[config.mk]
export PLATFORM = sky130hd
export DESIGN_NAME = cbus_arbiter_2to1
export DESIGN_NICKNAME = d
export VERILOG_FILES = /design/src/rtl/cbus_arbiter_2to1.sv
export SDC_FILE = /design/constraint.sdc
export NUM_CORES = 1
export LEC_CHECK = 0
export ABC_AREA = 1
export CAP_MARGIN = 20
export CORE_AREA = 2 2 131 133
export CTS_CLUSTER_DIAMETER = 200
export CTS_CLUSTER_SIZE = 10
export DETAILED_ROUTE_END_ITERATION = 12
export DIE_AREA = 0 0 133 135
export DONT_BUFFER_PORTS = 1
export PLACE_DENSITY = 0.33
export SYNTH_ARGS = -nofsm -noshare
export SYNTH_HDL_FRONTEND = slang
export SYNTH_SLANG_ARGS = --single-unit
[constraint.sdc]
create_clock -name clk -period 1.4 [get_ports clk]
set_clock_uncertainty 0.1 [all_clocks]
set_input_delay 0.14 -clock clk [delete_from_list [all_inputs] [get_ports clk]]
set_output_delay 0.14 -clock clk [all_outputs]
set_load 0.02 [all_outputs]
[src/rtl/cbus_arbiter_2to1.sv]
// Two-master (ifetch m0 / data m1) to one-slave request/response arbiter.
// Define ARB_ROUND_ROBIN_EN for round-robin ties; otherwise m1 wins ties.
module cbus_arbiter_2to1 #(
  parameter int ADDR_W = 32
) (
  input  logic              clk,
  input  logic              resetn,

  input  logic              m0_req_valid,
  input  logic              m0_req_is_write,
  input  logic [2:0]        m0_req_size,
  input  logic [ADDR_W-1:0] m0_req_addr,
  input  logic [3:0]        m0_req_len,
  input  logic [3:0]        m0_req_strobe,
  input  logic [31:0]       m0_req_data,
  output logic              m0_resp_ready,
  output logic              m0_resp_last,
  output logic [31:0]       m0_resp_data,

  input  logic              m1_req_valid,
  input  logic              m1_req_is_write,
  input  logic [2:0]        m1_req_size,
  input  logic [ADDR_W-1:0] m1_req_addr,
  input  logic [3:0]        m1_req_len,
  input  logic [3:0]        m1_req_strobe,
  input  logic [31:0]       m1_req_data,
  output logic              m1_resp_ready,
  output logic              m1_resp_last,
  output logic [31:0]       m1_resp_data,

  output logic              o_req_valid,
  output logic              o_req_is_write,
  output logic [2:0]        o_req_size,
  output logic [ADDR_W-1:0] o_req_addr,
  output logic [3:0]        o_req_len,
  output logic [3:0]        o_req_strobe,
  output logic [31:0]       o_req_data,
  input  logic              o_resp_ready,
  input  logic              o_resp_last,
  input  logic [31:0]       o_resp_data
);

  typedef enum logic {IDLE, BUSY} state_e;

  state_e state_q, state_d;
  logic   grant_q, grant_d;
  logic   tie_pick;
  logic   done;

  assign done = (state_q == BUSY) && o_resp_ready && o_resp_last;

`ifdef ARB_ROUND_ROBIN_EN
  // prio_q names the master that wins the next tie (the one not served last).
  logic prio_q, prio_d;
  assign tie_pick = prio_q;
  assign prio_d   = done ? ~grant_q : prio_q;

  always_ff @(posedge clk or negedge resetn) begin
    if (!resetn) prio_q <= 1'b0;
    else         prio_q <= prio_d;
  end
`else
  assign tie_pick = 1'b1;
`endif

  always_ff @(posedge clk or negedge resetn) begin
    if (!resetn) begin
      state_q <= IDLE;
      grant_q <= 1'b0;
    end else begin
      state_q <= state_d;
      grant_q <= grant_d;
    end
  end

  always_comb begin
    state_d = state_q;
    grant_d = grant_q;
    case (state_q)
      IDLE: begin
        if (m0_req_valid || m1_req_valid) begin
          state_d = BUSY;
          grant_d = (m0_req_valid && m1_req_valid) ? tie_pick : m1_req_valid;
        end
      end
      BUSY: begin
        if (done) state_d = IDLE;
      end
      default: state_d = IDLE;
    endcase
  end

  // Request mux is transparent only while BUSY; IDLE (and reset) drives zeros.
  always_comb begin
    o_req_valid    = 1'b0;
    o_req_is_write = 1'b0;
    o_req_size     = '0;
    o_req_addr     = '0;
    o_req_len      = '0;
    o_req_strobe   = '0;
    o_req_data     = '0;
    m0_resp_ready  = 1'b0;
    m0_resp_last   = 1'b0;
    m1_resp_ready  = 1'b0;
    m1_resp_last   = 1'b0;
    if (state_q == BUSY) begin
      if (grant_q) begin
        o_req_valid    = m1_req_valid;
        o_req_is_write = m1_req_is_write;
        o_req_size     = m1_req_size;
        o_req_addr     = m1_req_addr;
        o_req_len      = m1_req_len;
        o_req_strobe   = m1_req_strobe;
        o_req_data     = m1_req_data;
        m1_resp_ready  = o_resp_ready;
        m1_resp_last   = o_resp_last;
      end else begin
        o_req_valid    = m0_req_valid;
        o_req_is_write = m0_req_is_write;
        o_req_size     = m0_req_size;
        o_req_addr     = m0_req_addr;
        o_req_len      = m0_req_len;
        o_req_strobe   = m0_req_strobe;
        o_req_data     = m0_req_data;
        m0_resp_ready  = o_resp_ready;
        m0_resp_last   = o_resp_last;
      end
    end
  end

  // Read data is broadcast; masters qualify it with their own ready.
  assign m0_resp_data = resetn ? o_resp_data : '0;
  assign m1_resp_data = resetn ? o_resp_data : '0;

endmodule

### Yosys cells after proc, flatten, opt, wreduce, memory -nomap -nowiden

Index checks and enable logic that the tools add are counted.

| operators by class | value |
|---|---|
| multiplexer cells | 27 |
| reductions and logical operators | 5 |
| bitwise operators | 1 |

Operators with widths:

| operator | number |
|---|---|
| $mux W32 | 5 |
| $mux W4 | 4 |
| $mux W1 | 15 |
| $mux W3 | 2 |
| $logic_and A1 B1 Y1 | 3 |
| $pmux W1 S2 | 1 |
| $reduce_and A2 Y1 | 1 |
| $logic_or A1 B1 Y1 | 1 |
| $not A1 Y1 | 1 |

| storage, ports and cells | value |
|---|---|
| input port bits | 190 |
| bits in registers | 2 |

### Longest topological paths before layout

Gate-level depths: netlist of the first run.

| logic depth | value |
|---|---|
| depth after elaboration | 4 |
| depth in mapped cells | 6 |
| depth with buffers taken out | 4 |

### Worst setup path after synthesis of the first run

No wires, ideal clock.

| timing | value |
|---|---|
| kind | flip-flop to output port |
| from | register grant_q |
| to | output port o_req_addr[21] |
| arrival | 1,017 ps |
| cell stages (with the launch flop) | 7 |
| setup slack | 143 ps |
| buffers on the path | 3 |
| cells stage by stage | dfrtp_1 > buf_6 > inv_4 > buf_6 > buf_6 > nand3_2 > nand2_1 |

| on the way | value |
|---|---|
| cells in the longest elaborated chain, start to end | 2 |

RTL lines:

| element | line | text |
|---|---|---|
| from (decl) | 46 | `logic grant_q, grant_d;` |
| from (signal assigned) | 72 | `grant_q <= grant_d;` |
| $mux W32 | 107 | `if (grant_q) begin` |
| $mux W32 | 106 | `if (state_q == BUSY) begin` |
| to (decl) | 34 | `output logic [ADDR_W-1:0] o_req_addr,` |

Every way passes these cells.

### Final worst setup path of the first run

| timing | value |
|---|---|
| from | register grant_q |
| to | output port o_req_addr[31] |

Same word-level chain as after synthesis.

==> impl_metrics.tcl, run 1 <==
set metrics [dict create \
    status "finished, violations left" \
    violations "hold timing, setup timing" \
    nets 553 \
    first_iter_violations 115 \
    gr-total-overflow 0 \
    relSlewSlack_pct 74.2 \
    p_switching_mw 4.62 \
    hold_path.class "input pin to flip-flop" \
    dp_hpwl_um 6270 \
    layout_min_cycle_time_ns 1.53 \
    initial_core_util_pct 12.3 \
    p_int_mw 2.97 \
    antenna_left 0 \
    syn2layout_area_growth_pct 42.7 \
    dieArea_sq_um 18000 \
    synth_common_cells "144 x nand3_1, 118 x nand2_1, 35 x buf_4, 35 x inv_1, 18 x buf_2" \
    reg2reg_depth 6 \
    grt_first_pass_wirelength_um 10900 \
    endpoint_kind "primary output" \
    synth_nets 575 \
    fmaxAchievable_ghz 0.652 \
    critPathLaunchType "flip-flop" \
    arrival_ns 1.29 \
    num_rows 47 \
    cts-root-buf "clkbuf_16" \
    holdPathStages 2 \
    pwr-share-comb_pct 92.3 \
    yosysTopAreaCell "nand3_1" \
    p_leak_nw 1.44 \
    seq_power_share_pct 2.0 \
    worstHoldStart "m1_req_valid" \
    synth_edf_count 0 \
    post_layout_nonfiller_instances 583 \
    synthArstFlopShare_pct 100 \
    cts_buffers 3 \
    vias 2535 \
    wl_um 9510 \
    synth_ff_type "dfrtp_1" \
    gp_congestion 0.742 \
    critical_path_class "flip-flop to primary output" \
    antenna_found_initial 2 \
    clock_latency_ns 0.22 \
    rsz0062_at_grt "true" \
    wire_per_inst_um 16.3 \
    grt_pass1_vias 2224 \
    ys_seq_area_share_pct 2.48 \
    place_inst 559 \
    syn_avg_cell_area_sq_um 5.24 \
    die_y_um 135 \
    crit_required_ns 1.16 \
    io_pins 335 \
    netlist_instances 385 \
    viasPerCell 4.35 \
    setup_viol 81 \
    synthTopCellsByArea "nand3_1 36%, nand2_1 22%, buf_4 13%" \
    cap_violations 0 \
    p_sw_share_pct 60.9 \
    yosysTopAreaCellShare_pct 35.8 \
    netlist_area_sq_um 2020 \
    path_max_fanout 9 \
    ys_ff_latch 2 \
    finalHoldViolations 1 \
    core-area_sq_um 16400 \
    hold_slack_ns -0.00459 \
    power_per_cell_area_nw_per_um2 2640 \
    path_clk_slew_ns 0.03 \
    worstMarginPinSlew_ns 0.387 \
    numPortBuffers 0 \
    drive_gt1_share_pct 45.2 \
    min_to "state_q" \
    finalPower_mw 7.58 \
    drc 0 \
    reg2reg_slack_ns 0.13 \
    setup_slack_ns -0.133 \
    fin_crit_sh_pct 109 \
    peakVddDrop_uv 765 \
    first_pass_iters 4 \
    synth_most_common_cell "nand3_1" \
    fin_setup_tns_ns -8.10 \
    nFillCells 1865 \
    cts_tree "yes" \
    grt_use_total_pct 7.72 \
    slew_violations 0 \
    synth_warnings 0 \
    clock_path_buffers 2 \
    die_w_um 133 \
    clkSinkCount 2 \
    regToRegEndpoint "grant_q" \
    h-tree-depth 1 \
    r2r-start "state_q" \
    synthDistinctLibCells 11 \
    grt_max_degree 48 \
    clkPwrFrac_pct 5.7 \
]
-- how the worst max path moves through the flow --
stage,from,to,slack (ns),cells after the start
finish,grant_q,o_req_addr[31],-0.13,5
global route,state_q,o_req_addr[15],-0.18,4
CTS,grant_q,o_req_len[3],-0.15,4
detailed placement,grant_q,o_req_data[3],0.08,4
global placement,grant_q,o_req_data[3],0.08,4
floorplan,grant_q,o_req_addr[21],0.14,6
-- flip-flops by register name, indices dropped and copies added, names as in the netlist --
| register | flops |
|---|---|
| grant_q | 1 |
| state_q | 1 |
-- logic make-up (layout without fill, tap and decap cells) --
family | after synthesis | count (layout) | synth area share [%]
AOI/OAI and AO/OA | 1 | 1 | 0.248
and+or+nand+nor | 276 | 276 | 63.4
buffers and inverters | 106 | 82 | 33.8
other | 0 | 2 | 0
DFF | 2 | 2 | 2.48
-- placed cells by master, fill, tap and decap left out, types with 7 or more instances in the layout --
master,synthesis,routed
buf_12,0,13
buf_4,35,11
buf_6,17,9
clkbuf_16,0,7
inv_1,35,35
nand2_1,118,39
nand2_2,0,70
nand2_4,0,9
nand3_1,144,119
nand3_2,10,34
-- metrics by stage --
stage	area [sq um]	utilization, %	worst slack [ns]
after floorplan	2020	-	0.143
after global placement	2060	12.5	0.0775
after detailed placement	2060	12.5	0.0794
after CTS	2500	15.2	-0.151
after global routing	2880	17.5	-0.180
final	2880	17.5	-0.133
-- critical path, cell delays in order (launching register included) --
cell,delay [ns]
dfrtp_2,0.45
buf_6,0.16
buf_12,0.13
buf_16,0.14
nand3_1,0.08
nand2_2,0.11
-- timing repair --
action                     in CTS  in global routing
hold endpoints to repair        4                  0
buffers inserted                2                  6
pin swaps                      13                 26
gates resized for setup        86                 44
cloned                          3                  5
hold buffers                    3                  0
setup endpoints to repair      81                 81
-- final cells by class --
type	instances	area (sq um)	area share (%)
Clock buffer	3	75.1	2.61
Multi-Input combinational cell	277	1670	57.9
Tap cell	220	275	9.57
Timing Repair Buffer	43	657	22.8
Sequential cell	2	55.1	1.91
Inverter	36	143	4.96
Antenna cell	2	5.00	0.174
-- routing by layer --
layer  global-route usage [%]  share of wire (%)
met5                        0                  0
met4                     6.69                5.2
met3                     1.13                7.7
met2                     14.8                 54
met1                     7.14                 33
-- power by group through the flow --
stage                     combinational, mW  clock [mW]  sequential, mW
after global routing                   7.42       0.449           0.161
final                                  7.00       0.430           0.154
after detailed placement               5.03           0           0.155
after CTS                              6.02       0.437           0.139
after global placement                 5.06           0           0.157
after floorplan                        4.39           0          0.0946
(Power assumes the default switching activity.)
==> run 2, diff against run 1 <==
--- a/config.mk
+++ b/config.mk
@@ -13,7 +13,9 @@
 export DETAILED_ROUTE_END_ITERATION = 12
 export DIE_AREA = 0 0 133 135
 export DONT_BUFFER_PORTS = 1
+export HOLD_SLACK_MARGIN = 0.15
 export PLACE_DENSITY = 0.33
+export SKIP_LAST_GASP = 1
 export SYNTH_ARGS = -nofsm -noshare
 export SYNTH_HDL_FRONTEND = slang
 export SYNTH_SLANG_ARGS = --single-unit
==> run 2 against run 1 <==
Largest cell class unchanged; sequential cell count is the same; design area grew 16%; die area is the same; wire length grew 18%; final cell count grew 2.4%; hold slack gained 0.30 ns; combinational power grew 19%; critical path type unchanged; core utilization grew 2.9 points; register-to-register slack is essentially flat; clock-buffer cell count is the same; the flow finishes with violations (setup timing).
==> impl_metrics.tcl, run 2 (same netlist as run 1, synthesis figures left out) <==
set metrics [dict create \
    relSlewSlack_pct 73.4 \
    worstHoldStart "m1_req_addr[19]" \
    grt_use_total_pct 7.99 \
    grt_max_degree 48 \
    crit_required_ns 1.16 \
    vias 2656 \
    wire_per_inst_um 18.7 \
    h-tree-depth 1 \
    hold_slack_ns 0.299 \
    setup_viol 81 \
    slew_violations 0 \
    die_y_um 135 \
    peakVddDrop_uv 1150 \
    reg2reg_depth 6 \
    first_pass_iters 5 \
    finalHoldViolations 0 \
    hold_path.class "input pin to primary output" \
    dieArea_sq_um 18000 \
    critPathLaunchType "flip-flop" \
    nets 569 \
    fmaxAchievable_ghz 0.644 \
    arrival_ns 1.31 \
    core-area_sq_um 16400 \
    nFillCells 1808 \
    clock_latency_ns 0.22 \
    cpMostUsedCell "buf_12" \
    dp_hpwl_um 6270 \
    gr-total-overflow 0 \
    violations "setup timing" \
    drive_gt1_share_pct 47.5 \
    path_max_fanout 10 \
    cts-root-buf "clkbuf_16" \
    crit_path_cell_trace "buf_6 -> buf_12 -> buf_12 -> nand3_1 -> nand2_2" \
    syn2layout_area_growth_pct 66.2 \
    status "finished, violations left" \
    reg2reg_slack_ns 0.12 \
    critical_path_class "flip-flop to primary output" \
    num_rows 47 \
    antennaDiodeCount 0 \
    cts_tree "yes" \
    first_iter_violations 109 \
    path_clk_slew_ns 0.03 \
    finalPower_mw 8.92 \
    final_common_cell "nand3_1" \
    slowest_delay_ns 0.45 \
    worstMarginPinSlew_ns 0.398 \
    wl_um 11200 \
    r2r-start "state_q" \
    fin_setup_tns_ns -8.74 \
    layout.cells.most_common_list "114 x nand3_1, 57 x nand2_2, 40 x nand2_1" \
    numPortBuffers 0 \
    cap_violations 0 \
    layout_min_cycle_time_ns 1.55 \
    setup_slack_ns -0.153 \
    drc 0 \
    antenna_left 0 \
    p_leak_nw 1.60 \
    gp_congestion 0.742 \
    initial_core_util_pct 12.3 \
    power_per_cell_area_nw_per_um2 2660 \
    antenna_found_initial 0 \
    clock_path_buffers 2 \
    io_pins 335 \
    rsz0062_at_grt "true" \
    regToRegEndpoint "grant_q" \
    die_w_um 133 \
    viasPerCell 4.45 \
    fin_crit_sh_pct 111 \
    cp_slowest_cell "dfrtp_2" \
    min_to "o_req_addr[19]" \
    grt_pass1_vias 2187 \
    grt_first_pass_wirelength_um 11300 \
    clkSinkCount 2 \
    cts_buffers 3 \
    holdPathStages 2 \
    top_regs "grant_q x1, state_q x1" \
    endpoint_kind "primary output" \
]
## run 2: repair_timing
| action | 4_1_cts | 5_1_grt |
|---|---|---|
| cloned | 3 | 11 |
| setup endpoints to repair | 81 | 81 |
| endpoints found under the hold margin | 4 | 0 |
| setup buffers | 2 | 13 |
| hold buffers | 6 | 0 |
| resized for setup | 77 | 96 |
| pin swaps | 13 | 33 |
## run 2: power by group
| part | internal (mW) | total, mW | leakage, nW | switching, mW |
|---|---|---|---|---|
| clock | 0.364 | 0.431 | 0.0370 | 0.0670 |
| combinational | 3.21 | 8.32 | 1.54 | 5.11 |
| sequential | 0.0983 | 0.166 | 0.0208 | 0.0680 |
## run 2: final cells by class
cell class | count | area, sq um | share of cell area [%]
tap | 220 | 275 | 8.22
clock buffer | 3 | 75.1 | 2.24
multi-input combinational | 277 | 1900 | 56.7
timing repair buffer | 59 | 903 | 27.0
sequential | 2 | 55.1 | 1.64
inverter | 36 | 143 | 4.26
## run 2: worst max-delay path by stage
| stage | from | endpoint | slack, ns | cells after the start |
|---|---|---|---|---|
| floorplan | grant_q | o_req_addr[21] | 0.14 | 6 |
| global placement | grant_q | o_req_data[3] | 0.08 | 4 |
| detailed placement | grant_q | o_req_data[3] | 0.08 | 4 |
| CTS | grant_q | o_req_len[3] | -0.15 | 4 |
| global route | grant_q | m1_resp_ready | -0.20 | 5 |
| finish | grant_q | o_req_size[2] | -0.15 | 5 |
## run 2: critical path: cells and delay by family, from the launching register on
family / cells / cell delay, ns
DFF: 1 / 0.45
and+or+nand+nor: 2 / 0.20
buffers and inverters: 3 / 0.43
## run 2: through the flow
step           util (%)  area, sq um  cells  setup WS (ns)
2_1_floorplan         -         2020    385          0.143
3_3_place_gp       12.5         2060    559         0.0775
3_5_place_dp       12.5         2060    559         0.0794
4_1_cts            15.2         2500    573         -0.151
5_1_grt            20.4         3350    597         -0.197
6_report           20.4         3350    597         -0.153
## run 2: layer usage
layer | GRT usage (%) | share of wire (%) | vias to the layer above
li1 | - | - | 1201
met1 | 7.59 | 34 | 1220
met2 | 16.6 | 55 | 211
met3 | 1.35 | 7.4 | 24
met4 | 3.58 | 3.5 | 0
met5 | 0 | 0 | -
==> run 3, diff against run 2 <==
==> config.mk (replaced) <==
export PLATFORM = sky130hd
export DESIGN_NAME = cbus_arbiter_2to1
export DESIGN_NICKNAME = d
export VERILOG_FILES = /design/src/rtl/cbus_arbiter_2to1.sv
export SDC_FILE = /design/constraint.sdc
export NUM_CORES = 1
export LEC_CHECK = 0
export ABC_AREA = 0
export BUFFER_PORTS_ARGS = -buffer_cell sky130_fd_sc_hd__buf_2
export CAP_MARGIN = 20
export CORE_AREA = 2 2 128 130
export CTS_CLUSTER_DIAMETER = 200
export CTS_CLUSTER_SIZE = 10
export DETAILED_ROUTE_END_ITERATION = 12
export DIE_AREA = 0 0 130 132
export HOLD_SLACK_MARGIN = 0.15
export PLACE_DENSITY = 0.5
export SKIP_LAST_GASP = 1
export SYNTH_ARGS = -nofsm -noshare
export SYNTH_HDL_FRONTEND = slang
export SYNTH_SLANG_ARGS = --single-unit
==> run 3 against run 2 <==
The flow still finishes with violations (setup timing); critical path depth is the same; hold slack lost 0.12 ns; sequential power is 41% lower; synthesized cell count shrank 35%; final cell count rose by 30%; global-route usage grew 0.83 points; die area decreased by 4.4%; first-iteration DRC count is 36% lower; clock-buffer cell count up 1; critical endpoint is now o_req_addr[8]; largest power group unchanged.
==> impl_metrics.tcl, run 3 <==
set metrics [dict create \
    path_clk_slew_ns 0.03 \
    ys_seq_area_share_pct 2.72 \
    setup_viol 81 \
    synthDistinctLibCells 15 \
    synth_warnings 0 \
    holdPathStages 3 \
    io_pins 335 \
    layout_min_cycle_time_ns 1.71 \
    gp_congestion 0.803 \
    num_rows 46 \
    antenna_found_initial 0 \
    regToRegEndpoint "grant_q" \
    setup_slack_ns -0.307 \
    die_y_um 132 \
    antennaDiodeCount 0 \
    top_regs "grant_q x1, state_q x1" \
    peakVddDrop_uv 364 \
    grt_pass1_vias 2537 \
    arrival_ns 1.47 \
    fin_util_pct 24.0 \
    synth_ff_type "dfrtp_1" \
    viasPerCell 3.57 \
    endpoint_kind "primary output" \
    reg2reg_depth 2 \
    p_leak_nw 2.37 \
    layout.cells.most_common_list "310 x buf_2, 77 x nor2_1, 74 x mux2i_1" \
    status "finished, violations left" \
    dp_hpwl_um 7380 \
    worstHoldStart "m0_req_valid" \
    cp_slowest_cell "dfrtp_4" \
    cts_buffers 3 \
    fmaxAchievable_ghz 0.586 \
    crit_required_ns 1.16 \
    cap_violations 0 \
    fin_crit_sh_pct 122 \
    syn2layout_area_growth_pct 106 \
    synth_edf_count 0 \
    yosysTopAreaCell "mux2i_1" \
    r2r-start "grant_q" \
    numPortBuffers 334 \
    antenna_left 0 \
    h-tree-depth 1 \
    clock_path_buffers 2 \
    violations "setup timing" \
    wl_um 8840 \
    min_to "grant_q" \
    drive_gt1_share_pct 64.9 \
    grt_use_total_pct 8.83 \
    nets 752 \
    ys_ff_latch 2 \
    dieArea_sq_um 17200 \
    grt_max_degree 54 \
    worstMarginPinSlew_ns 0.404 \
    netlist_instances 249 \
    pwr-share-comb_pct 83.3 \
    place_ws_ns -0.0629 \
    finalHoldViolations 0 \
    vias 2771 \
    p_switching_mw 1.55 \
    core-area_sq_um 15700 \
    reg2reg_slack_ns 0.22 \
    cp_top_family "flip-flops" \
    first_pass_iters 4 \
    cts-root-buf "clkbuf_16" \
    finalPower_mw 3.25 \
    synth_nets 439 \
    relSlewSlack_pct 73.1 \
    die_w_um 130 \
    fin_setup_tns_ns -17.84 \
    post_layout_nonfiller_instances 777 \
    path_max_fanout 7 \
    synthArstFlopShare_pct 100 \
    critical_path_class "flip-flop to primary output" \
    final_common_cell "buf_2" \
    critPathLaunchType "flip-flop" \
    netlist_area_sq_um 1840 \
    grt_first_pass_wirelength_um 12000 \
    power_per_cell_area_nw_per_um2 861 \
    path_buf_inv 3 \
    multi_input_area_sq_um 1330 \
    first_iter_violations 70 \
    initial_core_util_pct 11.7 \
    synthTopCellsByArea "mux2i_1 42%, nor2_1 16%, buf_4 13%" \
    clkSinkCount 2 \
    clkPwrFrac_pct 13.6 \
    nFillCells 1758 \
    synth_common_cells "77 x mux2i_1, 77 x nor2_1, 32 x and2_1, 32 x buf_4, 10 x clkbuf_1" \
    cts_tree "yes" \
    critical_path_depth 5 \
    clock_latency_ns 0.22 \
    p_int_mw 1.70 \
    syn_avg_cell_area_sq_um 7.38 \
    slowest_delay_ns 0.54 \
    slew_violations 0 \
    hold_path.class "input pin to flip-flop" \
    gr-total-overflow 0 \
    crit_path_cell_trace "buf_12 -> buf_4 -> mux2i_1 -> nor2_1 -> buf_2" \
    yosysTopAreaCellShare_pct 42.0 \
    rsz0062_at_grt "true" \
    regArea_sq_um 53.8 \
    seq_power_share_pct 3.0 \
    place_inst 762 \
    drc 0 \
    p_sw_share_pct 47.6 \
    wire_per_inst_um 11.4 \
]
run 3: changes by cell type after synthesis, sizes merged, moves of 2 or more:
| cell | change |
|---|---|
| buf | -28 |
| nor2 | +73 |
| nor3b | +2 |
| inv | -35 |
| mux2i | +77 |
| and3 | +2 |
| clkbuf | +10 |
| and2 | +32 |
| nand3 | -154 |
| nand2 | -118 |
run 3: area by class of cell:
cell class	count	share of cell area [%]
Sequential cell	2	1.42
Timing Repair Buffer	360	54.2
Inverter	1	0.0993
Multi-Input combinational cell	194	35.1
Clock buffer	4	2.09
Tap cell	216	7.15
run 3: per-stage QoR:
| step | cell area, sq um | hold WS, ns |
|---|---|---|
| floorplan | 1840 | -0.256 |
| global route | 3780 | 0.191 |
| CTS | 3660 | 0.178 |
| finish | 3780 | 0.180 |
| global placement | 3490 | 0.282 |
| detailed placement | 3490 | 0.276 |
run 3: how the worst max path moves through the flow:
stage	start	end	slack, ns
global route	grant_q	o_req_len[2]	-0.37
detailed placement	grant_q	o_req_data[20]	-0.06
CTS	grant_q	o_req_data[27]	-0.27
global placement	grant_q	o_req_data[19]	-0.07
floorplan	grant_q	m0_resp_last	-0.06
finish	grant_q	o_req_addr[8]	-0.31
run 3: kinds of logic after synthesis:
kind of cell           share of synthesized area (%)
and+or+nand+nor                                 28.7
muxes                                           42.0
AOI/OAI and AO/OA                              0.818
DFF                                             2.72
buffers and inverters                           25.7
run 3: repair_timing:
action	CTS	global route
buffers inserted	0	6
cloned	0	1
hold endpoints to repair	4	0
resized for setup	19	16
setup endpoints to repair	81	81
pin swaps	1	8
hold buffers	4	0
run 3: metal layers:
| layer | part of all wire, % | vias up | GRT usage (%) | routed length [um] |
|---|---|---|---|---|
| met1 | 37 | 1175 | 9.09 | 3300 |
| met2 | 54 | 175 | 18.0 | 4740 |
| met3 | 8.1 | 6 | 0.974 | 714 |
| li1 | - | 1415 | - | - |
| met4 | 0.98 | 0 | 2.69 | 87 |
| met5 | 0 | - | 0 | 0 |
run 3: worst min-delay path: stages:
cell,delay [ns]
buf_2,0.13
nand2b_1,0.07
a22o_1,0.12
run 3: power groups by stage:
stage | registers, mW | clock network (mW) | logic [mW]
6_report | 0.0985 | 0.444 | 2.71
5_1_grt | 0.102 | 0.458 | 2.90
4_1_cts | 0.0935 | 0.450 | 2.58
3_5_place_dp | 0.0909 | 0 | 2.50
3_3_place_gp | 0.0905 | 0 | 2.51
2_1_floorplan | 0.0754 | 0 | 1.82
